<file path="src/rtl/joystick_emu_pkg.sv">
// Shared Kempston bit positions and serial frame map for the joystick link.
// The reader side uses the same map to unpack the frame.
package joystick_emu_pkg;

    localparam int JOY_R  = 0;
    localparam int JOY_L  = 1;
    localparam int JOY_D  = 2;
    localparam int JOY_U  = 3;
    localparam int JOY_F1 = 4;
    localparam int JOY_F2 = 5;

    localparam int FRAME_W = 16;
    localparam int PORT2_OFS = 8;

    typedef enum logic {
        ST_LOAD,
        ST_SHIFT
    } emu_state_t;

    // Frame bit k is the value the reader latches into Q[k]; port 2 sits at bit 8 upward.
    function automatic logic [FRAME_W-1:0] build_frame(input logic [7:0] p1, input logic [7:0] p2);
        logic [FRAME_W-1:0] f;
        f = '0;
        f[0] = p1[JOY_U];
        f[1] = p1[JOY_D];
        f[2] = p1[JOY_L];
        f[3] = p1[JOY_R];
        f[4] = p1[JOY_F1];
        f[5] = p1[JOY_F2];
        f[PORT2_OFS+0] = p2[JOY_U];
        f[PORT2_OFS+1] = p2[JOY_D];
        f[PORT2_OFS+2] = p2[JOY_L];
        f[PORT2_OFS+3] = p2[JOY_R];
        f[PORT2_OFS+4] = p2[JOY_F1];
        f[PORT2_OFS+5] = p2[JOY_F2];
        return f;
    endfunction

endpackage

</file>
<file path="src/rtl/joystick_emu_if.sv">
// Three-wire serial joystick link: the reader (master) drives joyCk/joyLd,
// the pad emulator (slave) returns joyD.
interface joystick_emu_if;
    logic joyCk;
    logic joyLd;
    logic joyD;

    modport master (output joyCk, output joyLd, input joyD);
    modport slave  (input joyCk, input joyLd, output joyD);
endinterface

</file>
<file path="src/rtl/joystick_emu_sync_edge.sv">
// Multi-flop synchroniser for an asynchronous input, with a rising-edge strobe
// taken from the synchronised level.
module sync_edge #(
    parameter int   SYNC    = 2,
    parameter logic RST_VAL = 1'b0
) (
    input  logic clock,
    input  logic reset_n,
    input  logic din,
    output logic level,
    output logic rise
);

    logic [SYNC-1:0] sync_q;
    logic            prev_q;

    always_ff @(posedge clock or negedge reset_n) begin
        if (!reset_n) begin
            sync_q <= {SYNC{RST_VAL}};
            prev_q <= RST_VAL;
        end else begin
            sync_q <= {sync_q[SYNC-2:0], din};
            prev_q <= sync_q[SYNC-1];
        end
    end

    assign level = sync_q[SYNC-1];
    assign rise  = sync_q[SYNC-1] & ~prev_q;

endmodule

</file>
<file path="src/rtl/joystick_emu.sv">
// 74HC165-style parallel-in/serial-out emulator: captures two Kempston pads
// and shifts them out on joyD under the reader's joyLd/joyCk.
module joystick_emu
    import joystick_emu_pkg::*;
#(
    parameter int SYNC  = 2,
    parameter int NBITS = 16
) (
    input  logic              clock,
    input  logic              reset_n,
    input  logic [7:0]        pad1,
    input  logic [7:0]        pad2,
    joystick_emu_if.slave     link,
    output logic              frameDone,
    output logic [4:0]        bitCount
);

    localparam logic [4:0] CNT_MAX  = 5'(NBITS);
    localparam logic [4:0] CNT_LAST = 5'(NBITS - 1);

    logic               ck_level, ck_rise;
    logic               ld_level, ld_rise;
    logic [FRAME_W-1:0] shreg;
    emu_state_t         state;

    sync_edge #(.SYNC(SYNC), .RST_VAL(1'b0)) u_ck_sync (
        .clock   (clock),
        .reset_n (reset_n),
        .din     (link.joyCk),
        .level   (ck_level),
        .rise    (ck_rise)
    );

    sync_edge #(.SYNC(SYNC), .RST_VAL(1'b1)) u_ld_sync (
        .clock   (clock),
        .reset_n (reset_n),
        .din     (link.joyLd),
        .level   (ld_level),
        .rise    (ld_rise)
    );

    // Pins are active-low, so the register holds the inverted frame, MSB out first.
    assign link.joyD = shreg[FRAME_W-1];

    always_ff @(posedge clock or negedge reset_n) begin
        if (!reset_n) begin
            state     <= ST_SHIFT;
            shreg     <= '1;
            bitCount  <= '0;
            frameDone <= 1'b0;
        end else begin
            frameDone <= 1'b0;
            case (state)
                ST_LOAD: begin
                    shreg    <= ~build_frame(pad1, pad2);
                    bitCount <= '0;
                    if (ld_rise) state <= ST_SHIFT;
                end
                ST_SHIFT: begin
                    // A load seen in the same clock as a clock edge takes priority.
                    if (!ld_level) begin
                        state    <= ST_LOAD;
                        shreg    <= ~build_frame(pad1, pad2);
                        bitCount <= '0;
                    end else if (ck_rise && ck_level) begin
                        shreg <= {shreg[FRAME_W-2:0], 1'b1};
                        if (bitCount != CNT_MAX) begin
                            bitCount  <= bitCount + 5'd1;
                            frameDone <= (bitCount == CNT_LAST);
                        end
                    end
                end
                default: state <= ST_LOAD;
            endcase
        end
    end

endmodule

</file>
<file path="src/flat_wrapper.sv">
// flat-port wrapper written by rule: the top's interface ports become plain ports
module joystick_emu_flat import joystick_emu_pkg::*;
#(
    parameter int SYNC  = 2,
    parameter int NBITS = 16
)
  (clock, reset_n, pad1, pad2, frameDone, bitCount, link_joyCk, link_joyLd, link_joyD);
  joystick_emu_if link_i ();
  input  logic clock;
  input  logic reset_n;
  input  logic [7:0] pad1;
  input  logic [7:0] pad2;
  output logic frameDone;
  output logic [4:0] bitCount;
  input wire logic [$bits(link_i.joyCk)-1:0] link_joyCk;
  input wire logic [$bits(link_i.joyLd)-1:0] link_joyLd;
  output wire logic [$bits(link_i.joyD)-1:0] link_joyD;
  assign link_i.joyCk = link_joyCk;
  assign link_i.joyLd = link_joyLd;
  assign link_joyD = link_i.joyD;
  joystick_emu #(.SYNC(SYNC), .NBITS(NBITS)) u_core (.clock(clock), .reset_n(reset_n), .pad1(pad1), .pad2(pad2), .link(link_i), .frameDone(frameDone), .bitCount(bitCount));
endmodule
</file>
<file path="config.mk">
export PLATFORM = sky130hd
export DESIGN_NAME = joystick_emu_flat
export DESIGN_NICKNAME = d
export VERILOG_FILES = /design/src/rtl/joystick_emu_pkg.sv /design/src/rtl/joystick_emu_if.sv /design/src/rtl/joystick_emu_sync_edge.sv /design/src/rtl/joystick_emu.sv /design/src/flat_wrapper.sv
export SDC_FILE = /design/constraint.sdc
export NUM_CORES = 1
export LEC_CHECK = 0
export BUFFER_PORTS_ARGS = -buffer_cell sky130_fd_sc_hd__buf_4
export CAP_MARGIN = 15
export CORE_ASPECT_RATIO = 0.5
export CORE_MARGIN = 3
export CORE_UTILIZATION = 40
export CTS_CLUSTER_DIAMETER = 150
export DETAILED_ROUTE_END_ITERATION = 16
export PLACE_DENSITY = 0.7
export SLEW_MARGIN = 20
export SYNTH_ARGS = -nofsm -noshare
export SYNTH_HDL_FRONTEND = slang
export SYNTH_HIERARCHICAL = 1
export SYNTH_SLANG_ARGS = --single-unit
export TNS_END_PERCENT = 10
</file>
<file path="constraint.sdc">
create_clock -name clock -period 2.81 [get_ports clock]
set_clock_uncertainty 0.2 [all_clocks]
set_input_delay 0.562 -clock clock [delete_from_list [all_inputs] [get_ports clock]]
set_output_delay 0.562 -clock clock [all_outputs]
set_load 0.02 [all_outputs]
</file>
==> load_flow_metrics.sql <==
INSERT INTO impl_metrics (metric_group, metric, value, unit) VALUES
('global_route', 'grtUsageTotal', '0.148', ''),
('sta', 'final.period_utilization', '0.762', ''),
('outcome', 'failed_checks', 'negative hold slack', ''),
('synth', 'post_synth.cell_area_avg', '11.0', 'um2'),
('run', 'drv.max_cap_violation_count', '0', ''),
('routing', 'viasPerCell', '5.33', ''),
('worst_setup_path', 'critPathCaptureType', 'flip-flop', ''),
('worst_setup_path', 'critical_path.startpoint_type', 'flip-flop', ''),
('floorplan', 'die_width', '86.4', 'um'),
('synth', 'ys_ff_latch', '29', ''),
('worst_setup_path', 'timing.critical_path.required', '2.79', 'ns'),
('floorplan', 'initial_core_util', '0.456', ''),
('cts', 'cts.repair.resized', '0', ''),
('routing', 'drc', '0', ''),
('cells_and_area', 'utilization', '0.554', ''),
('cts', 'cts_setup_buffers', '0', ''),
('min_path', 'min-delay-path-class', 'in2async', ''),
('cells_and_area', 'fillCellCount', '269', ''),
('worst_setup_path', 'critical_path_class', 'reg2reg', ''),
('synth', 'synth_nets', '140', ''),
('global_route', 'grtUsageMet1', '0.191', ''),
('placement', 'port_buffers', '22', ''),
('cts', 'cts_buffers', '5', ''),
('synth', 'synth_cells', '117', ''),
('sta', 'drv_slew', '0', ''),
('global_route', 'grt_first_pass_wirelength', '4280', 'um'),
('cells_and_area', 'finish.net_count', '163', ''),
('floorplan', 'die_h', '46.2', 'um'),
('sta', 'clock.fmax', '467', 'MHz'),
('floorplan', 'dieArea', '0.00399', 'mm2'),
('synth', 'post_synthesis_sequential_area_ratio', '0.581', ''),
('floorplan', 'num_rows', '13', ''),
('worst_setup_path', 'critical_path_arrival', '2.12', 'ns'),
('floorplan', 'pin_count', '27', ''),
('routing', 'drtIter0Drc', '45', ''),
('cts', 'worst_skew_pair.late_latency', '0.27', 'ns'),
('sta', 'sum_neg_setup_slack', '0', 'ns'),
('sta', 'timing_hold_violations_final', '6', ''),
('global_route', 'global_route.peak_usage_layer', 'met2', ''),
('routing', 'route.vias.total', '948', ''),
('routing', 'avgRoutedWirePerCell', '13.7', 'um'),
('sta', 'min_period', '2.14', 'ns'),
('cells_and_area', 'n_antenna_cell', '0', ''),
('cts', 'postCtsHoldBufs', '0', ''),
('sta', 'max_slew_margin', '0.628', ''),
('placement', 'gpl.final_weighted_congestion', '0.719', ''),
('synth', 'synth.distinct_cells', '24', ''),
('worst_setup_path', 'cp_max_fo', '16', ''),
('cells_and_area', 'synthToLayoutAreaGrowth', '21.5', '%'),
('cts', 'cts.sinks', '29', ''),
('sta', 'worst_pin_slew', '0.557', 'ns'),
('sta', 'report.final.setup_viol', '0', ''),
('global_route', 'globalRouteMet3Util', '0.0750', ''),
('power', 'power-per-cell-area', '571', 'mW/mm2'),
('power', 'power', '896', 'uW'),
('routing', 'drt_wl_total', '2450', 'um'),
('global_route', 'grt_use_met2', '0.219', ''),
('floorplan', 'core', '0.00283', 'mm2'),
('global_route', 'initial_antenna_violation_count', '0', ''),
('cts', 'cts_tree', 'built', ''),
('global_route', 'globalRouteOverflowTotal', '0', ''),
('power', 'power.static_leakage', '0.705', 'nW'),
('cells_and_area', 'layout_commonest_cell', 'sky130_fd_sc_hd__buf_4', ''),
('global_route', 'number_of_global_route_vias_before_repair', '928', ''),
('routing', 'postRouteAntennaNets', '0', ''),
('cts', 'cts_root_buffer', 'sky130_fd_sc_hd__clkbuf_8', ''),
('sta', 'rsz0062_at_grt', 'no', ''),
('routing', 'dr.pass1.iters', '4', ''),
('synth', 'ys_warn_count', '6', ''),
('cells_and_area', 'layout_cells_sized_above_1', '0.383', ''),
('cts', 'ctsLongestPathBuffers', '2', ''),
('power', 'max-vdd-ir-drop', '284', 'uV'),
('cts', 'clock_tree.htree_level_count', '2', ''),
('outcome', 'run_status', 'complete, but fails checks', ''),
('synth', 'netlist_area', '0.00129', 'mm2'),
('global_route', 'grt_start_max_net_pins', '30', ''),
('cts', 'clk_transition_reported_paths', '0.06', 'ns'),
('placement', 'hpwlAfterDp', '1690', 'um'),
('sta', 'timing.hold.ws', '-0.00212', 'ns'),
('cells_and_area', 'final_cell_mix', 'sky130_fd_sc_hd__buf_4 (24), sky130_fd_sc_hd__dfstp_2 (20), sky130_fd_sc_hd__a21oi_1 (15), sky130_fd_sc_hd__and3_1 (13)', '');
area by class of cell:
type	count	area, um2	area share
clock buffers	8	90.1	0.0574
inverters	4	15.0	0.00957
multi-input cells	76	487	0.310
flip-flops and latches	29	751	0.478
well taps	37	46.3	0.0295
repair buffers	24	180	0.115
state kept, by name, indices dropped and copies added (netlist names):
| name | count |
|---|---|
| u_core/u_ld_sync/prev_q | 1 |
| u_core/bitCount | 5 |
| u_core/u_ck_sync/prev_q | 1 |
| u_core/frameDone | 1 |
| u_core/u_ld_sync/sync_q | 2 |
| u_core/u_ck_sync/sync_q | 2 |
| u_core/shreg | 16 |
| u_core/state | 1 |
cells in the mapped netlist, drive strengths merged:
master   count  share of area
dfstp       20           0.41
nor2         1         0.0048
nor2b        2          0.021
and2         2         0.0097
a32o         1         0.0078
clkbuf       1         0.0029
buf          7          0.027
inv          4          0.012
a211oi      11          0.064
nand4bb      1         0.0087
nand2       11          0.032
or3          1         0.0048
ha           3          0.029
nor3         1         0.0039
a21oi       15          0.058
a221oi       1          0.012
o21ai        4          0.015
and3        13          0.063
and4bb       1         0.0097
dfrtp        9           0.17
nor3b        1         0.0058
nand3        7          0.027
report_power, final:
group	switching [mW]	internal [mW]
Sequential	0.0152	0.460
Clock	0.145	0.199
Combinational	0.0422	0.0342
Total	0.203	0.694
worst paths after layout:
path,startpoint,end,slack [ns],cells after the start
worst max-delay path,u_core/u_ck_sync/sync_q[1],u_core/shreg[5],0.67,5
worst min-delay path,reset_n,u_core/u_ck_sync/sync_q[0],-0.002,1
worst max register to register,u_core/u_ck_sync/sync_q[1],u_core/shreg[5],0.67,5
worst min register to register,u_core/u_ld_sync/sync_q[0],u_core/u_ld_sync/sync_q[1],0.16,0
max in group asynchronous,reset_n,u_core/state,2.10,1
min in group clock,u_core/u_ld_sync/sync_q[0],u_core/u_ld_sync/sync_q[1],0.16,0
per-layer routing:
layer | vias to the layer above | wire [um]
met3 | 2 | 111
met4 | 0 | 28
li1 | 464 | -
met2 | 23 | 1120
met5 | - | 0
met1 | 459 | 1190
worst max-delay path: stages (launching register included):
cell and delay, ns:
sky130_fd_sc_hd__dfrtp_1 0.53, sky130_fd_sc_hd__nor2b_4 0.32, sky130_fd_sc_hd__nand2_1 0.38, sky130_fd_sc_hd__buf_4 0.31, sky130_fd_sc_hd__a211oi_1 0.24, sky130_fd_sc_hd__a21oi_1 0.07
kinds of logic (layout without fill, tap and decap cells):
family / after synthesis / in the layout / share of synthesized area
compound gates: 32 / 32 / 0.157
fa+ha+maj: 3 / 3 / 0.0291
buf+inv: 12 / 36 / 0.0417
flops: 29 / 29 / 0.581
simple gates: 41 / 41 / 0.191
per-stage QoR:
step / cell area [um2] / setup slack [ns] / instances / hold slack, ns
after floorplan: 1290 / 1.15 / 117 / 0.0664
after global placement: 1480 / 0.708 / 170 / 0.141
after detailed placement: 1480 / 0.684 / 170 / 0.151
after CTS: 1570 / 0.658 / 178 / 0.00182
after global routing: 1570 / 0.447 / 178 / 0.00365
final: 1570 / 0.668 / 178 / -0.00212
Note: power is estimated with default switching activity, not from simulation.
